--- src/rtl/tetris_cmd_queue.sv ---
// tetris_cmd_queue
// Turns debounced key press pulses and the gravity timer into an ordered
// stream of game commands for the game FSM. Simultaneous requests are
// arbitrated (Drop > Rotate > Left > Right > Down > Gravity), buffered in a
// small show-ahead FIFO and offered through a valid/ready handshake. The block
// also owns the pause toggle and the level-dependent gravity period.
//
// Ports:
//   Clk         system clock (65 MHz)
//   Rst         synchronous, active-high reset
//   Key_Left, Key_Right, Key_Rotate, Key_Down, Key_Drop
//               one-cycle press pulses
//   Key_Pause   one-cycle pulse, toggles Paused
//   Level[3:0]  current game level
//   Cmd_Valid   FIFO head holds a command
//   Cmd_Code    head command (1 Left, 2 Right, 3 Rotate, 4 Down, 5 Drop,
//               6 Gravity), 0 when empty
//   Cmd_Ready   game FSM accepts the head this cycle
//   Paused      pause state
//   Overflow    one-cycle pulse, registered, when a key request is discarded
module tetris_cmd_queue #(
   parameter int unsigned DEPTH        = 4,
   parameter int unsigned GRAVITY_BASE = 65000000,
   parameter int unsigned GRAVITY_STEP = 4000000,
   parameter int unsigned GRAVITY_MIN  = 5000000
) (
   input  logic       Clk,
   input  logic       Rst,
   input  logic       Key_Left,
   input  logic       Key_Right,
   input  logic       Key_Rotate,
   input  logic       Key_Down,
   input  logic       Key_Drop,
   input  logic       Key_Pause,
   input  logic [3:0] Level,
   output logic       Cmd_Valid,
   output logic [2:0] Cmd_Code,
   input  logic       Cmd_Ready,
   output logic       Paused,
   output logic       Overflow
);

   localparam int unsigned AW = $clog2(DEPTH);
   localparam int unsigned PW = AW + 1;
   localparam int unsigned CW = 27;
   localparam logic [PW-1:0] FULL_CNT = PW'(DEPTH);

   localparam logic [2:0] CMD_NONE   = 3'd0;
   localparam logic [2:0] CMD_LEFT   = 3'd1;
   localparam logic [2:0] CMD_RIGHT  = 3'd2;
   localparam logic [2:0] CMD_ROTATE = 3'd3;
   localparam logic [2:0] CMD_DOWN   = 3'd4;
   localparam logic [2:0] CMD_DROP   = 3'd5;
   localparam logic [2:0] CMD_GRAV   = 3'd6;

   // Gravity period for a level; an underflowing subtraction is detected
   // before it happens and clamps to the minimum like any too-small result.
   function automatic logic [31:0] gravity_period(input logic [3:0] lvl);
      logic [31:0] cut;
      logic [31:0] res;
      cut = {28'd0, lvl} * GRAVITY_STEP;
      if (cut >= GRAVITY_BASE) begin
         res = GRAVITY_MIN;
      end else if ((GRAVITY_BASE - cut) < GRAVITY_MIN) begin
         res = GRAVITY_MIN;
      end else begin
         res = GRAVITY_BASE - cut;
      end
      return res;
   endfunction

   // State
   logic [2:0]    mem_r [DEPTH];
   logic [PW-1:0] wr_ptr_r;
   logic [PW-1:0] rd_ptr_r;
   logic [CW-1:0] cnt_r;
   logic          grav_pend_r;
   logic          paused_r;
   logic          valid_r;
   logic [2:0]    code_r;
   logic          overflow_r;

   // Combinational decode
   logic          paused_nxt_s;
   logic          pause_rise_s;
   logic          active_s;
   logic [4:0]    keys_s;
   logic          lose_s;
   logic          win_key_s;
   logic [2:0]    win_code_s;
   logic [PW-1:0] count_s;
   logic          full_s;
   logic          pop_s;
   logic          push_s;
   logic          ovf_s;
   logic [31:0]   period_s;
   logic [31:0]   per_m1_s;
   logic          tick_s;
   logic [CW-1:0] cnt_nxt_s;
   logic          pend_nxt_s;
   logic [PW-1:0] wr_nxt_s;
   logic [PW-1:0] rd_nxt_s;
   logic          valid_nxt_s;
   logic [2:0]    code_nxt_s;

   // Pause toggle decode; keys in the toggle cycle obey the new state.
   always_comb begin
      paused_nxt_s = paused_r ^ Key_Pause;
      pause_rise_s = ~paused_r & Key_Pause;
      active_s     = ~paused_nxt_s;
   end

   // Fixed-priority arbitration between key pulses and pending gravity.
   always_comb begin
      keys_s     = active_s ? {Key_Drop, Key_Rotate, Key_Left, Key_Right, Key_Down} : 5'd0;
      // More than one bit set means at least one key loses.
      lose_s     = (keys_s & (keys_s - 5'd1)) != 5'd0;
      win_key_s  = keys_s != 5'd0;
      win_code_s = CMD_NONE;
      casez (keys_s)
         5'b1????: win_code_s = CMD_DROP;
         5'b01???: win_code_s = CMD_ROTATE;
         5'b001??: win_code_s = CMD_LEFT;
         5'b0001?: win_code_s = CMD_RIGHT;
         5'b00001: win_code_s = CMD_DOWN;
         default:  win_code_s = (grav_pend_r && active_s) ? CMD_GRAV : CMD_NONE;
      endcase
   end

   // FIFO push/pop qualification and overflow detection.
   always_comb begin
      count_s = wr_ptr_r - rd_ptr_r;
      full_s  = count_s == FULL_CNT;
      pop_s   = valid_r & Cmd_Ready & active_s;
      // A full FIFO still accepts when the head leaves in the same cycle.
      push_s  = (win_code_s != CMD_NONE) && (!full_s || pop_s);
      ovf_s   = lose_s | (win_key_s & ~push_s);
   end

   // Gravity counter and pending flag.
   always_comb begin
      period_s   = gravity_period(Level);
      per_m1_s   = (period_s == 32'd0) ? 32'd0 : period_s - 32'd1;
      tick_s     = 1'b0;
      cnt_nxt_s  = cnt_r;
      pend_nxt_s = grav_pend_r;
      if (pause_rise_s) begin
         pend_nxt_s = 1'b0;
      end else if (active_s) begin
         // >= rather than == so a level increase mid-count fires at once.
         tick_s = {5'd0, cnt_r} >= per_m1_s;
         if (tick_s || (push_s && (win_code_s == CMD_DOWN))) begin
            cnt_nxt_s = {CW{1'b0}};
         end else begin
            cnt_nxt_s = cnt_r + 27'd1;
         end
         pend_nxt_s = (grav_pend_r & ~(push_s && (win_code_s == CMD_GRAV))) | tick_s;
      end else begin
         cnt_nxt_s  = cnt_r;
         pend_nxt_s = grav_pend_r;
      end
   end

   // Next pointers and next registered head (with write bypass).
   always_comb begin
      if (pause_rise_s) begin
         wr_nxt_s = {PW{1'b0}};
         rd_nxt_s = {PW{1'b0}};
      end else begin
         wr_nxt_s = wr_ptr_r + {{(PW-1){1'b0}}, push_s};
         rd_nxt_s = rd_ptr_r + {{(PW-1){1'b0}}, pop_s};
      end
      valid_nxt_s = wr_nxt_s != rd_nxt_s;
      if (!valid_nxt_s) begin
         code_nxt_s = CMD_NONE;
      end else if (push_s && (rd_nxt_s[AW-1:0] == wr_ptr_r[AW-1:0])) begin
         // New head is the slot being written this cycle.
         code_nxt_s = win_code_s;
      end else begin
         code_nxt_s = mem_r[rd_nxt_s[AW-1:0]];
      end
   end

   // FIFO storage write port.
   always_ff @(posedge Clk) begin
      if (push_s) begin
         mem_r[wr_ptr_r[AW-1:0]] <= win_code_s;
      end
   end

   // Control state and registered outputs.
   always_ff @(posedge Clk) begin
      if (Rst) begin
         wr_ptr_r    <= {PW{1'b0}};
         rd_ptr_r    <= {PW{1'b0}};
         cnt_r       <= {CW{1'b0}};
         grav_pend_r <= 1'b0;
         paused_r    <= 1'b0;
         valid_r     <= 1'b0;
         code_r      <= CMD_NONE;
         overflow_r  <= 1'b0;
      end else begin
         wr_ptr_r    <= wr_nxt_s;
         rd_ptr_r    <= rd_nxt_s;
         cnt_r       <= cnt_nxt_s;
         grav_pend_r <= pend_nxt_s;
         paused_r    <= paused_nxt_s;
         valid_r     <= valid_nxt_s;
         code_r      <= code_nxt_s;
         overflow_r  <= ovf_s;
      end
   end

   assign Cmd_Valid = valid_r;
   assign Cmd_Code  = code_r;
   assign Paused    = paused_r;
   assign Overflow  = overflow_r;

endmodule

--- config.mk ---
export PLATFORM = sky130hd
export DESIGN_NAME = tetris_cmd_queue
export DESIGN_NICKNAME = d
export VERILOG_FILES = /design/src/rtl/tetris_cmd_queue.sv
export SDC_FILE = /design/constraint.sdc
export NUM_CORES = 1
export LEC_CHECK = 0
export CAP_MARGIN = 20
export CORE_ASPECT_RATIO = 0.75
export CORE_MARGIN = 3
export CORE_UTILIZATION = 31
export CTS_CLUSTER_DIAMETER = 100
export DETAILED_ROUTE_END_ITERATION = 12
export PLACE_DENSITY_LB_ADDON = 0.1
export SLEW_MARGIN = 10
export SYNTH_ARGS = -nofsm -noshare
export SYNTH_HDL_FRONTEND = slang
export SYNTH_SLANG_ARGS = --single-unit
export TNS_END_PERCENT = 30
--- constraint.sdc ---
create_clock -name Clk -period 14.5 [get_ports Clk]
set_input_delay 2.9 -clock Clk [delete_from_list [all_inputs] [get_ports Clk]]
set_output_delay 2.9 -clock Clk [all_outputs]
set_load 0.1 [all_outputs]
==> metrics.txt <==
# TYPE chip_impl_metric gauge
chip_impl_info{name="status",value="finished clean"} 1
chip_impl_metric{name="finish.instance_area",unit="sq um"} 4580
chip_impl_metric{name="clock_tree.htree_level_count",unit=""} 2
chip_impl_metric{name="antenna_left",unit=""} 0
chip_impl_metric{name="max-slew-margin-rel",unit="%"} 34.7
chip_impl_metric{name="final_layout_size_suffix_gt1_share",unit="%"} 5.24
chip_impl_metric{name="wl",unit="um"} 10300
chip_impl_metric{name="final.hold.worst_slack",unit="ns"} 0.516
chip_impl_metric{name="design.die.area",unit="sq um"} 14600
chip_impl_metric{name="pwr_cell_area",unit="nW/um^2"} 102
chip_impl_metric{name="first_global_vias",unit=""} 3213
chip_impl_metric{name="drt_drc_violations_left",unit=""} 0
chip_impl_metric{name="period_share",unit="%"} 64.0
chip_impl_metric{name="transition_time_at_the_pin_with_the_least_slew_margin",unit="ns"} 0.977
chip_impl_metric{name="post_synth_inst_count",unit=""} 479
chip_impl_info{name="dominantRegCellSynth",value="dfxtp_1"} 1
chip_impl_metric{name="start_util",unit="%"} 32.4
chip_impl_metric{name="postCtsResizedCells",unit=""} 0
chip_impl_metric{name="final.setup.worst_slack",unit="ns"} 5.23
chip_impl_metric{name="globalplace.congestion",unit=""} 0.888
chip_impl_metric{name="post-place-ws",unit="ns"} 4.93
chip_impl_metric{name="grt_use_total",unit="%"} 14.1
chip_impl_metric{name="cts_inserted_buffers",unit=""} 5
chip_impl_metric{name="detailedPlacementHpwl",unit="um"} 8220
chip_impl_info{name="critPathSlowestCell",value="fa_1"} 1
chip_impl_metric{name="synth.cell_area",unit="sq um"} 4080
chip_impl_info{name="synth_top_area_cell",value="dfxtp_1"} 1
chip_impl_metric{name="final_max_slew_viols",unit=""} 0
chip_impl_metric{name="cts.reportedPaths.clkPinSlew",unit="ns"} 0.06
chip_impl_metric{name="floorplan.core_area",unit="sq um"} 12600
chip_impl_metric{name="synth-async-reset-ratio",unit="%"} 0
chip_impl_metric{name="design.portCount",unit=""} 19
chip_impl_metric{name="max_cap_violations",unit=""} 0
chip_impl_metric{name="arrival",unit="ns"} 9.44
chip_impl_metric{name="ys_seq_area_share",unit="%"} 28.5
chip_impl_metric{name="post_dp_cell_area",unit="sq um"} 4440
chip_impl_info{name="timing.setup.critical_path_class",value="in2reg"} 1
chip_impl_metric{name="synth_nets",unit=""} 543
chip_impl_metric{name="final_net_count",unit=""} 559
chip_impl_metric{name="filler_cell_count",unit=""} 1271
chip_impl_metric{name="unique_cell_type_count_in_the_yosys_netlist",unit=""} 64
chip_impl_metric{name="std_cell_rows",unit=""} 35
chip_impl_metric{name="timing.critical_path.buf_inv",unit=""} 4
chip_impl_metric{name="cts_sinks",unit=""} 52
chip_impl_metric{name="die-width",unit="um"} 138
chip_impl_metric{name="fin_worst_skew",unit="ns"} 0.00927
chip_impl_metric{name="syn-mean-instance-area",unit="sq um"} 8.51
chip_impl_metric{name="p_total",unit="mW"} 0.467
chip_impl_info{name="clock_tree.root_cell",value="clkbuf_16"} 1
chip_impl_metric{name="grt_pass1_wl",unit="um"} 17200
chip_impl_info{name="synth.most_common_cell",value="nor2_1"} 1
chip_impl_metric{name="place_inst",unit=""} 654
chip_impl_metric{name="multiInputGateArea",unit="sq um"} 2800
chip_impl_metric{name="route.vias.total",unit=""} 3466
chip_impl_metric{name="antenna_violations_before_repair",unit=""} 0
chip_impl_metric{name="first_pass_iters",unit=""} 4
chip_impl_metric{name="area.growth.synth_to_final",unit="%"} 12.5
chip_impl_metric{name="drtIter0Drc",unit=""} 276
chip_impl_metric{name="wl_per_cell",unit="um"} 15.6
chip_impl_metric{name="portBuffers",unit=""} 18
chip_impl_metric{name="cts_hold_buffers",unit=""} 0
chip_impl_metric{name="remaining_global_route_overflow",unit=""} 0
chip_impl_metric{name="ir_worst_vdd",unit="mV"} 0.0491
chip_impl_metric{name="layout.cells.non_filler",unit=""} 662
chip_impl_metric{name="critical_path_peak_fanout",unit=""} 25
chip_impl_metric{name="yosys.area.top_type_share",unit="%"} 19.6
chip_impl_metric{name="synth-seq-cells",unit=""} 52
chip_impl_metric{name="max-clock-path-buffers",unit=""} 2
chip_impl_metric{name="post-route-min-period",unit="ns"} 9.27
chip_impl_metric{name="fmaxAchievable",unit="MHz"} 108
chip_impl_metric{name="p_leak",unit="nW"} 1.83
chip_impl_metric{name="cpPeakStageDelay",unit="ns"} 0.70
chip_impl_info{name="worstHoldPathType",value="reg2reg"} 1
chip_impl_metric{name="number_of_buffers_inserted_by_post_cts_setup_repair",unit=""} 0
chip_impl_info{name="timing.critical_path.to_type",value="flop"} 1
chip_impl_metric{name="fp.dieH",unit="um"} 105
chip_impl_metric{name="postLayoutCoreUtil",unit="%"} 36.5
chip_impl_info{name="cp-start-kind",value="input port"} 1
chip_impl_metric{name="synth_edf_count",unit=""} 12
chip_impl_metric{name="final.setup.tns",unit="ns"} 0
chip_impl_info{name="post_synth_most_frequent_cells",value="51 x nor2_1, 46 x ha_1, 46 x nand2_1"} 1
chip_impl_metric{name="n_antenna_cell",unit=""} 0
chip_impl_info{name="tritoncts_clock_tree",value="yes"} 1
chip_impl_metric{name="largest_net_degree_at_the_start_of_global_routing",unit=""} 28
chip_impl_metric{name="required",unit="ns"} 14.66
chip_impl_metric{name="synth-warning-count",unit=""} 0
chip_impl_metric{name="seq_area",unit="sq um"} 1160
chip_impl_metric{name="post_detailed_route_via_to_cell_ratio",unit=""} 5.24
chip_impl_info{name="worst_path_dominant_cell_family",value="compound AO/OA/AOI/OAI gates"} 1
chip_impl_info{name="crit_path_cell_trace",value="clkdlybuf4s50_1 -> fa_1 -> inv_1 -> fa_1 -> inv_1 -> ha_1 -> o21ai_0 -> or4_1 -> nand4_1 -> or4_1 -> a222oi_1 -> o211a_1 -> nor3_1 -> ha_1 -> nand4_1 -> nor2_1 -> o211ai_1 -> a311o_1 -> a41oi_1 -> nor3b_2 -> buf_4 -> nor4b_1"} 1
chip_impl_info{name="netlist_top_cells_area",value="dfxtp_1 20%, ha_1 14%, edfxtp_1 8.8%"} 1
chip_impl_metric{name="timing.final.setup_violations",unit=""} 0
chip_impl_info{name="setup_repair_after_global_routing_missed_its_margin",value="no"} 1
chip_impl_metric{name="hold_viol_final",unit=""} 0
chip_impl_metric{name="worstSkewPairLatency",unit="ns"} 0.29
==> cell families after synthesis <==
| group | share of synthesized area [%] |
|---|---|
| DFF | 28.5 |
| xor gates and xnor gates | 8.13 |
| and+or+nand+nor | 25.9 |
| buffers and inverters | 3.10 |
| muxes | 1.35 |
| AOI/OAI and AO/OA | 16.2 |
| adders and majority gates | 16.8 |
==> per-layer routing <==
| metal | GRT usage [%] | vias up | wire length (um) |
|---|---|---|---|
| met5 | 0 | - | 0 |
| met4 | 1.27 | 0 | 21 |
| met3 | 2.59 | 4 | 442 |
| met2 | 18.9 | 45 | 4000 |
| met1 | 23.5 | 1631 | 5870 |
| li1 | - | 1786 | - |
==> power by group <==
group | internal [mW] | leakage (nW) | switching (mW) | total [mW]
Clock | 0.0636 | 0.0645 | 0.0527 | 0.116
Combinational | 0.0713 | 1.33 | 0.120 | 0.192
Sequential | 0.155 | 0.436 | 0.00357 | 0.159
==> registers in the layout (all words and copies together), names as in the netlist <==
register,count
mem_r,12
grav_pend_r,1
Paused,1
cnt_r,27
Overflow,1
wr_ptr_r,3
rd_ptr_r,3
Cmd_Valid,1
Cmd_Code,3
==> placed cells by master, fill, tap and decap left out, types with 7 or more instances in the layout <==
cell type / synthesis / routed
nor2_1: 51 / 51
nand2_1: 46 / 46
ha_1: 46 / 46
dfxtp_1: 40 / 40
xnor2_1: 23 / 23
inv_1: 22 / 22
nand3_1: 22 / 22
a21oi_1: 21 / 20
clkdlybuf4s50_1: 0 / 18
xor2_1: 13 / 13
o21ai_0: 12 / 12
edfxtp_1: 12 / 12
and3_1: 11 / 11
nor3_1: 10 / 10
nor2b_1: 10 / 10
nand4_1: 10 / 10
o211ai_1: 8 / 8
a211oi_1: 7 / 7
and2_1: 7 / 7
==> worst paths after layout <==
check | cells after the start | slack, ns | startpoint | endpoint
hold reg to reg | 2 | 0.52 | grav_pend_r | grav_pend_r
setup reg to reg | 11 | 11.14 | Paused | Cmd_Code[2]
setup / recovery | 22 | 5.23 | Level[2] | cnt_r[2]
hold / removal | 2 | 0.52 | grav_pend_r | grav_pend_r
==> final cells by class <==
cell class	instances	share of cell area, %
Tap cell	166	4.53
Inverter	22	1.80
Clock inverter	2	0.246
Sequential cell	52	25.3
Timing Repair Buffer	20	4.26
Multi-Input combinational cell	394	61.0
Clock buffer	6	2.81
==> tightest hold or removal path, delay by kind of cell (launching register included) <==
kind	cells	cell delay [ns]
flip-flops	1	0.33
AND/OR/NAND/NOR	1	0.07
AO/OA/AOI/OAI	1	0.07
(Power assumes the default switching activity.)
